### config.mk
export PLATFORM = sky130hd
export DESIGN_NAME = ascii_duty_decoder
export DESIGN_NICKNAME = d
export VERILOG_FILES = /design/src/rtl/ascii_duty_pkg.sv /design/src/rtl/cmd_timeout_timer.sv /design/src/rtl/ascii_duty_decoder.sv
export SDC_FILE = /design/constraint.sdc
export NUM_CORES = 1
export LEC_CHECK = 0
export CORE_MARGIN = 3
export CORE_UTILIZATION = 47
export CTS_BUF_LIST = sky130_fd_sc_hd__clkbuf_4 sky130_fd_sc_hd__clkbuf_8 sky130_fd_sc_hd__clkbuf_16
export DETAILED_ROUTE_END_ITERATION = 12
export GPL_ROUTABILITY_DRIVEN = 0
export PLACE_DENSITY = 0.74
export SYNTH_ARGS = -nofsm -noshare
export SYNTH_HDL_FRONTEND = slang
export SYNTH_SLANG_ARGS = --single-unit
### constraint.sdc
create_clock -name clk -period 4.7 [get_ports clk]
set_input_delay 0.94 -clock clk [delete_from_list [all_inputs] [get_ports clk]]
set_output_delay 0.94 -clock clk [all_outputs]
set_load 0.02 [all_outputs]
### src/rtl/ascii_duty_pkg.sv
// Shared constants for the ASCII duty-cycle command decoder: byte codes, FSM
// encoding and the duty/accumulator widths.
package ascii_duty_pkg;

    localparam int DUTY_W = 7;
    localparam int ACC_W  = 10;

    localparam logic [7:0] ASCII_CR    = 8'h0D;
    localparam logic [7:0] ASCII_LF    = 8'h0A;
    localparam logic [7:0] ASCII_D_UP  = 8'h44;
    localparam logic [7:0] ASCII_D_LO  = 8'h64;
    localparam logic [7:0] ASCII_PLUS  = 8'h2B;
    localparam logic [7:0] ASCII_MINUS = 8'h2D;
    localparam logic [7:0] ASCII_ZERO  = 8'h30;

    typedef enum logic [1:0] {
        ST_IDLE    = 2'd0,
        ST_NUM     = 2'd1,
        ST_DISCARD = 2'd2
    } state_t;

    function automatic logic is_term(input logic [7:0] b);
        return (b == ASCII_CR) || (b == ASCII_LF);
    endfunction

    function automatic logic is_digit(input logic [7:0] b);
        return (b >= ASCII_ZERO) && (b <= ASCII_ZERO + 8'd9);
    endfunction

endpackage

### src/rtl/cmd_timeout_timer.sv
// Inter-byte timeout counter: counts enabled cycles since the last clear and
// flags the cycle on which the TIMEOUT_CYCLES-th idle cycle is reached.
module cmd_timeout_timer #(
    parameter int TIMEOUT_CYCLES = 2500000
) (
    input  logic clk,
    input  logic rst,
    input  logic clear,
    input  logic enable,
    output logic expired
);

    localparam int CNT_W = $clog2(TIMEOUT_CYCLES + 1);
    localparam logic [CNT_W-1:0] LAST = CNT_W'(TIMEOUT_CYCLES - 1);

    logic [CNT_W-1:0] r_count;
    logic             w_at_last;

    assign w_at_last = (r_count == LAST);
    assign expired   = enable && !clear && w_at_last;

    always_ff @(posedge clk) begin
        if (rst || clear) begin
            r_count <= '0;
        end else if (enable && !w_at_last) begin
            r_count <= r_count + 1'b1;
        end
    end

endmodule

### src/rtl/ascii_duty_decoder.sv
// Parses UART command bytes ("Dnnn<CR/LF>", '+', '-') into a registered PWM
// duty value. Define CMD_TIMEOUT_EN to abandon stalled commands after TIMEOUT_CYCLES.
module ascii_duty_decoder
    import ascii_duty_pkg::*;
#(
    parameter int DUTY_MAX       = 100,
    parameter int STEP           = 5,
    parameter int TIMEOUT_CYCLES = 2500000
) (
    input  logic              clk,
    input  logic              rst,
    input  logic [7:0]        rx_data,
    input  logic              rx_valid,
    output logic [DUTY_W-1:0] duty_cycle,
    output logic              duty_update,
    output logic              cmd_err
);

    state_t             r_state, w_state_next;
    logic [ACC_W-1:0]   r_acc, w_acc_next;
    logic [1:0]         r_count, w_count_next;
    logic [DUTY_W-1:0]  r_duty, w_duty_next;
    logic               r_update, w_update_next;
    logic               r_err, w_err_next;
    logic               w_timeout;
    logic [ACC_W-1:0]   w_inc;

`ifdef CMD_TIMEOUT_EN
    cmd_timeout_timer #(
        .TIMEOUT_CYCLES(TIMEOUT_CYCLES)
    ) u_timer (
        .clk    (clk),
        .rst    (rst),
        .clear  (rx_valid || (r_state == ST_IDLE)),
        .enable (r_state != ST_IDLE),
        .expired(w_timeout)
    );
`else
    assign w_timeout = 1'b0;
`endif

    // NOTE: non-blocking assignments for all state so every register samples the same pre-edge values.
    always_ff @(posedge clk) begin
        if (rst) begin
            r_state  <= ST_IDLE;
            r_acc    <= '0;
            r_count  <= '0;
            r_duty   <= '0;
            r_update <= 1'b0;
            r_err    <= 1'b0;
        end else begin
            r_state  <= w_state_next;
            r_acc    <= w_acc_next;
            r_count  <= w_count_next;
            r_duty   <= w_duty_next;
            r_update <= w_update_next;
            r_err    <= w_err_next;
        end
    end

    // NOTE: every comb output gets a default first, so no path can infer a latch.
    always_comb begin
        w_state_next = r_state;
        if (rx_valid) begin
            unique case (r_state)
                ST_IDLE: begin
                    if (rx_data == ASCII_D_UP || rx_data == ASCII_D_LO)
                        w_state_next = ST_NUM;
                end
                ST_NUM: begin
                    if (is_digit(rx_data))
                        w_state_next = (r_count == 2'd3) ? ST_DISCARD : ST_NUM;
                    else if (is_term(rx_data))
                        w_state_next = ST_IDLE;
                    else
                        w_state_next = ST_DISCARD;
                end
                ST_DISCARD: begin
                    if (is_term(rx_data))
                        w_state_next = ST_IDLE;
                end
                default: w_state_next = ST_IDLE;
            endcase
        end else if (w_timeout) begin
            w_state_next = ST_IDLE;
        end
    end

    // Saturating '+' sum is formed wide so DUTY_MAX near the 7-bit limit cannot wrap.
    assign w_inc = ACC_W'(r_duty) + ACC_W'(STEP);

    always_comb begin
        w_acc_next    = r_acc;
        w_count_next  = r_count;
        w_duty_next   = r_duty;
        w_update_next = 1'b0;
        w_err_next    = 1'b0;
        if (rx_valid) begin
            unique case (r_state)
                ST_IDLE: begin
                    case (rx_data)
                        ASCII_D_UP, ASCII_D_LO: begin
                            w_acc_next   = '0;
                            w_count_next = '0;
                        end
                        ASCII_CR, ASCII_LF: ;
                        ASCII_PLUS: begin
                            w_duty_next   = (w_inc > ACC_W'(DUTY_MAX)) ? DUTY_W'(DUTY_MAX)
                                                                       : w_inc[DUTY_W-1:0];
                            w_update_next = 1'b1;
                        end
                        ASCII_MINUS: begin
                            w_duty_next   = (ACC_W'(r_duty) < ACC_W'(STEP)) ? '0
                                                                            : r_duty - DUTY_W'(STEP);
                            w_update_next = 1'b1;
                        end
                        default: w_err_next = 1'b1;
                    endcase
                end
                ST_NUM: begin
                    if (is_digit(rx_data)) begin
                        if (r_count == 2'd3) begin
                            w_err_next = 1'b1;
                        end else begin
                            w_acc_next   = r_acc * ACC_W'(10) + ACC_W'(rx_data[3:0]);
                            w_count_next = r_count + 2'd1;
                        end
                    end else if (is_term(rx_data)) begin
                        if (r_count != 2'd0 && r_acc <= ACC_W'(DUTY_MAX)) begin
                            w_duty_next   = r_acc[DUTY_W-1:0];
                            w_update_next = 1'b1;
                        end else begin
                            w_err_next = 1'b1;
                        end
                    end else begin
                        w_err_next = 1'b1;
                    end
                end
                default: ;
            endcase
        end else if (w_timeout && r_state == ST_NUM) begin
            w_err_next = 1'b1;
        end
    end

    assign duty_cycle  = r_duty;
    assign duty_update = r_update;
    assign cmd_err     = r_err;

endmodule

==> run_results.csv, run 1 <==
group,metric,value,unit
place,numPortBuffers,19,
floorplanning,num_rows,23,
layout,syn2layout_area_growth,12.04,%
synth,synthArstFlopShare,0,%
layout,fin_area,0.002293,mm2
clock_tree,cts.path.max_buffers,2,
sta,setup_viol,0,
synth,synth.distinct_cells,54,
power_and_ir_drop,peakVddDrop,0.08050,mV
clock_tree,postCtsHoldBufs,0,
worst_hold_path,hp-class,"reg2reg",
synth,synth_top_area_share,22.49,%
power_and_ir_drop,power.density,154.5,mW/mm2
synth,syn_area_per_cell,7.813,um2
global_routing,grt_overflow_total,0,
global_routing,grt_use_total,20.57,%
layout,postLayoutCoreUtil,56.12,%
sta,min_period,2.946,ns
clock_tree,worstSkewPairLatency,0.27,ns
drt,route.antenna.remaining_nets,0,
sta,slew_headroom,64.95,%
drt,dr.pass1.iters,7,
floorplanning,die_h,72.00,um
synth,synth-edff-count,0,
sta,maxSlewViolCount,0,
synth,synthXorXnorAreaFrac,8.130,%
sta,clock_skew,0.005581,ns
drt,drtIter0Drc,165,
clock_tree,cts_resized,0,
synth,syn_nets,293,
global_routing,grt_pass1_wl,8.666,mm
worst_hold_path,min_path_cells,2,
clock_tree,cts_setup_buffers,0,
worst_setup_path,start_kind,"input port",
synth,synth_top_family_by_area,"simple AND/OR/NAND/NOR gates",
worst_setup_path,critical_path.max_fanout,13,
outcome,status,"finished clean",
sta,hold_violations,0,
clock_tree,clockRootBuffer,"clkbuf_8",
place,placed_cell_area,0.002247,mm2
worst_setup_path,worstPathRequired,4.85,ns
worst_setup_path,crit_arrival,3.10,ns
drt,wl_per_cell,15.49,um
sta,fin_crit_sh,62.69,%
layout,drive_gt1_share,5.474,%
drt,drt_wl_total,5.020,mm
layout,n_antenna_cell,0,
clock_tree,cts_made_buffers,3,
synth,synthSimpleGateAreaFrac,29.95,%
synth,yosys_most_used_dff,"dfxtp_1",
clock_tree,cts_sinks,23,
clock_tree,cts_max_level,1,
clock_tree,clk_pin_slew,0.09,ns
drt,viasPerCell,5.929,
layout,num-nets-final,306,
synth,ys_seq_area_share,22.49,%
synth,synth_compound_area_share,22.07,%
place,dp_hpwl,3.833,mm
synth,synth_area_leaders,"dfxtp_1 (22%), ha_1 (11%), a21oi_1 (5.6%)",
drt,drc,0,
synth,synth_area,0.002047,mm2
sta,rsz0062_at_grt,"no",
synth,synth_fa_ha_area_share,12.96,%
global_routing,grt_max_degree,25,
clock_tree,cts_tree,"yes",
worst_setup_path,r2r_cells,9,
power_and_ir_drop,power_leakage,0.0009013,uW
worst_setup_path,crit_path_end_kind,"flop",
synth,ys_ff_latch,23,
synth,yosys_warnings,0,
floorplanning,dieArea,0.005183,mm2
worst_setup_path,setup.worst_path.class,"in2reg",
floorplanning,start_util,50.09,%
synth,synth_top_cell_by_area,"dfxtp_1",
synth,syn-instance-count,262,
floorplanning,die_w,72.00,um
floorplanning,core,0.004086,mm2
sta,worst_pin_slew,0.5247,ns
run,maxCapViolCount,0,
global_routing,antenna_found_initial,0,
global_routing,grt_pass1_vias,1880,
sta,fmax,339.4,MHz
synth,yosys-mux-area-fraction,0,%
drt,num_vias,1921,
sta,timing.setup.tns,0,ns
synth,synth.most_common_cell,"nor2_1",
synth,synthTopCellsByCount,"nor2_1 (30), a21oi_1 (23), dfxtp_1 (23), nand2_1 (22), ha_1 (18)",
floorplanning,ios,20,
## through the flow
step | hold slack [ns] | power, uW | worst slack, ns | cells
after floorplan | 0.4744 | 215.6 | 2.127 | 262
after global placement | 0.5096 | 234.0 | 1.520 | 320
after detailed placement | 0.5124 | 234.2 | 1.488 | 320
after CTS | 0.5255 | 357.1 | 1.770 | 324
after global routing | 0.5585 | 369.5 | 1.593 | 324
final | 0.5177 | 354.3 | 1.754 | 324
## per-layer routing
metal	part of all wire, %	track usage (%)	wire length (um)	vias up
met4	1.0	4.593	50	0
met5	0	0	0	-
met3	3.1	2.078	154	5
met2	49	36.84	2479	37
met1	47	26.64	2336	891
li1	-	-	-	988
## power by group
part / internal, uW / switching [uW]
Sequential: 195 / 0.748
Combinational: 15.5 / 18.4
Clock: 59.2 / 65.0
Total: 270 / 84.2
## worst max-delay path, cell delays in order
cell and delay, ns:
clkdlybuf4s50_1 0.50, nor4b_1 0.43, nand4_1 0.37, and2_4 0.31
and3_1 0.19, or3b_1 0.36
## cells by family (layout without fill, tap and decap cells)
group | after synthesis | in the layout
XOR/XNOR | 19 | 19
adder cells (fa/ha/maj) | 20 | 20
AND/OR/NAND/NOR | 114 | 114
flip-flops | 23 | 23
AO/OA/AOI/OAI | 66 | 66
buffers and inverters | 20 | 32
## state kept, by name (all words and copies together), names as in the netlist
name         cells
r_count          2
duty_update      1
r_acc           10
cmd_err          1
duty_cycle       7
r_state          2
## area by class of cell
class,count,area (um2)
clock buffer,3,41.29
clock inverter,1,5.005
fill,403,1793
inverter,8,30.03
multi-input combinational,219,1496
sequential,23,460.4
tap,50,62.56
timing repair buffer,20,197.7
## layout by cell type, fill, tap and decap left out, types with 2 or more instances in the layout
master           instances
o2111ai_1                2
o211ai_1                 4
nand3_1                  8
nor3b_1                  4
and3b_1                  2
nor2b_1                  5
o22ai_1                  2
a21o_1                   3
nor4b_1                  3
inv_1                    8
clkdlybuf4s50_1         19
a21oi_1                 23
nor2_1                  30
xnor2_1                  9
ha_1                    18
fa_1                     2
xor2_1                  10
clkbuf_8                 3
nand4_1                  7
nor3_1                  11
and3_1                   2
nand3b_1                 3
dfxtp_1                 23
or3_1                    2
nor4_1                   4
a211oi_1                 4
a22oi_1                  2
nand2_1                 22
a31oi_1                  2
o21ai_0                 10
nand2b_1                 3
## worst paths after layout
| kind | from | to | slack (ns) |
|---|---|---|---|
| worst min register to register | r_acc[8] | r_acc[8] | 0.52 |
| worst min-delay path | r_acc[8] | r_acc[8] | 0.52 |
| worst max-delay path | rx_data[6] | r_acc[9] | 1.75 |
| worst max register to register | r_acc[1] | r_acc[9] | 1.99 |
Note: power is estimated with default switching activity, not from simulation.
==> run 2, diff against run 1 <==
- clock period: 4.7 -> 2.72 ns (I/O delays scaled with it)
==> run 2 against run 1 <==
Compared with the run above:
- sequential share of layout area shrank 0.84 points
- largest cell class unchanged
- combinational power grew 84%
- worst hold slack improved by 0.0031 ns
- highest routed layer unchanged
- first-iteration DRC count down 18%
- clock power rose by 85%
- non-clock buffer count increased by 13
==> run_results.csv, run 2 (synthesis results as in run 1) <==
group,metric,value,unit
sta,worst_pin_slew,0.5839,ns
sta,timing.setup.tns,0,ns
worst_setup_path,critPathBufInv,0,
sta,min_period,2.517,ns
clock_tree,cts_made_buffers,3,
sta,fin_crit_sh,92.55,%
clock_tree,cts.path.max_buffers,2,
floorplanning,start_util,50.09,%
drt,drc,0,
layout,n_antenna_cell,0,
outcome,status,"finished clean",
run,maxCapViolCount,0,
sta,rsz0062_at_grt,"no",
drt,route.antenna.remaining_nets,0,
worst_setup_path,start_kind,"flop",
floorplanning,die_w,72.00,um
clock_tree,cts_max_level,1,
drt,drtIter0Drc,136,
worst_setup_path,reg2reg_from,"r_acc[1]",
global_routing,grt_pass1_vias,1764,
clock_tree,postCtsHoldBufs,0,
power_and_ir_drop,switchingPower,149.7,uW
power_and_ir_drop,power.density,263.6,mW/mm2
worst_hold_path,worstHoldStart,"r_acc[8]",
layout,layout_commonest_cell,"nor2_1",
drt,wl_per_cell,15.22,um
worst_setup_path,r2r_cells,9,
worst_setup_path,path_cells,"ha_1 > ha_1 > fa_1 > a21o_1 > a21oi_1 > xnor2_1 > a31o_2 > a21oi_1 > or3b_1",
power_and_ir_drop,power_frac_comb,9.9,%
worst_setup_path,cpPeakStageDelay,0.40,ns
worst_setup_path,setup.worst_path.class,"reg2reg",
power_and_ir_drop,peakVddDrop,0.2483,mV
layout,multi_input_area,0.001496,mm2
global_routing,grt_pass1_wl,8.438,mm
sta,clock_skew,0.003645,ns
place,numPortBuffers,19,
clock_tree,worstSkewPairLatency,0.27,ns
layout,max_flop_register,"r_acc",
worst_hold_path,hp-class,"reg2reg",
power_and_ir_drop,pwr-share-clk,36.4,%
worst_hold_path,min_path_cells,2,
drt,num_vias,1989,
power_and_ir_drop,p_seq_share,53.7,%
layout,fill_cells,401,
floorplanning,dieArea,0.005183,mm2
worst_setup_path,crit_family,"adder cells",
floorplanning,die_h,72.00,um
layout,register_area,460.4,um2
drt,dr.pass1.iters,4,
worst_setup_path,crit_slowest_cell,"fa_1",
layout,syn2layout_area_growth,16.93,%
layout,largest_register_ffs,10,
worst_setup_path,worstPathRequired,2.88,ns
layout,num-nets-final,319,
layout,drive_gt1_share,9.756,%
global_routing,grt_use_total,20.13,%
worst_setup_path,worstReg2RegEnd,"r_acc[9]",
global_routing,antenna_found_initial,0,
clock_tree,cts_resized,0,
floorplanning,num_rows,23,
place,dp_hpwl,3.996,mm
floorplanning,ios,20,
floorplanning,core,0.004086,mm2
sta,hold_violations,0,
clock_tree,cts_setup_buffers,0,
sta,setup_viol,0,
clock_tree,clockRootBuffer,"clkbuf_8",
power_and_ir_drop,power_leakage,0.0009652,uW
clock_tree,cts_sinks,23,
sta,slew_headroom,60.99,%
worst_setup_path,critical_path.max_fanout,3,
sta,fmax,397.3,MHz
clock_tree,clk_pin_slew,0.08,ns
place,place_inst,333,
clock_tree,cts_tree,"yes",
worst_hold_path,min_to,"r_acc[8]",
worst_setup_path,crit_path_end_kind,"flop",
global_routing,grt_max_degree,24,
worst_setup_path,reg2reg_slack,0.20,ns
worst_setup_path,crit_arrival,2.67,ns
drt,drt_wl_total,5.128,mm
sta,maxSlewViolCount,0,
layout,final_cell_mix,"nor2_1 (30), a21oi_1 (23), dfxtp_1 (23)",
power_and_ir_drop,swShare,23.72,%
layout,final_cells,337,
drt,viasPerCell,5.902,
global_routing,grt_overflow_total,0,
power_and_ir_drop,p_int,481.3,uW
run 2: changes by cell type in the layout (fill, tap and decap cells not counted):
cell	delta
buf_4	+13
clkinv_2	-1
clkbuf_4	+1
run 2: worst min-delay path, stage by stage, from the launching register on:
cell and delay (ns):
dfxtp_1 0.34, nand4_1 0.07, o31ai_1 0.06
run 2: cell type report:
| type | instances | area share, % |
|---|---|---|
| flip-flops and latches | 23 | 19.24 |
| well taps | 50 | 2.614 |
| multi-input cells | 219 | 62.52 |
| clock buffers | 4 | 2.039 |
| repair buffers | 33 | 12.34 |
| inverters | 8 | 1.255 |
run 2: power by group through the flow:
stage / Sequential (uW) / Clock (uW) / Combinational [uW]
6_report: 339 / 230 / 62.3
5_1_grt: 339 / 249 / 66.5
4_1_cts: 339 / 231 / 61.3
3_5_place_dp: 347 / 0 / 61.2
3_3_place_gp: 347 / 0 / 59.7
2_1_floorplan: 348 / 0 / 24.8
run 2: how the worst max path moves through the flow:
stage                               end       start  depth (start not counted)
after global placement         r_acc[9]  rx_data[2]                          8
after CTS                      r_acc[9]    r_acc[1]                          9
after floorplan                r_acc[9]    r_acc[1]                          9
after global routing           r_acc[9]    r_acc[2]                          8
after detailed placement  duty_cycle[2]  rx_data[2]                          7
final                          r_acc[9]    r_acc[1]                          9
run 2: routing by layer:
layer  up-vias  share of wire [%]  GRT usage (%)  wire [um]
met2        35                 47          33.27       2429
met5         -                  0              0          0
li1       1019                  -              -          -
met3         4                3.0          3.047        152
met1       931                 49          27.95       2507
met4         0               0.74          3.967         38
run 2: metrics by stage:
step	setup WS, ns	power [uW]	hold WS (ns)	util (%)	instance area (um2)
after global routing	0.006569	655.2	0.5412	58.57	2394
after global placement	0.05288	406.5	0.5012	57.38	2345
after floorplan	0.2575	372.5	0.4744	-	2047
final	0.2027	631.1	0.5208	58.57	2394
after detailed placement	0.01559	408.2	0.5050	57.38	2345
after CTS	0.1959	631.6	0.5193	58.57	2394
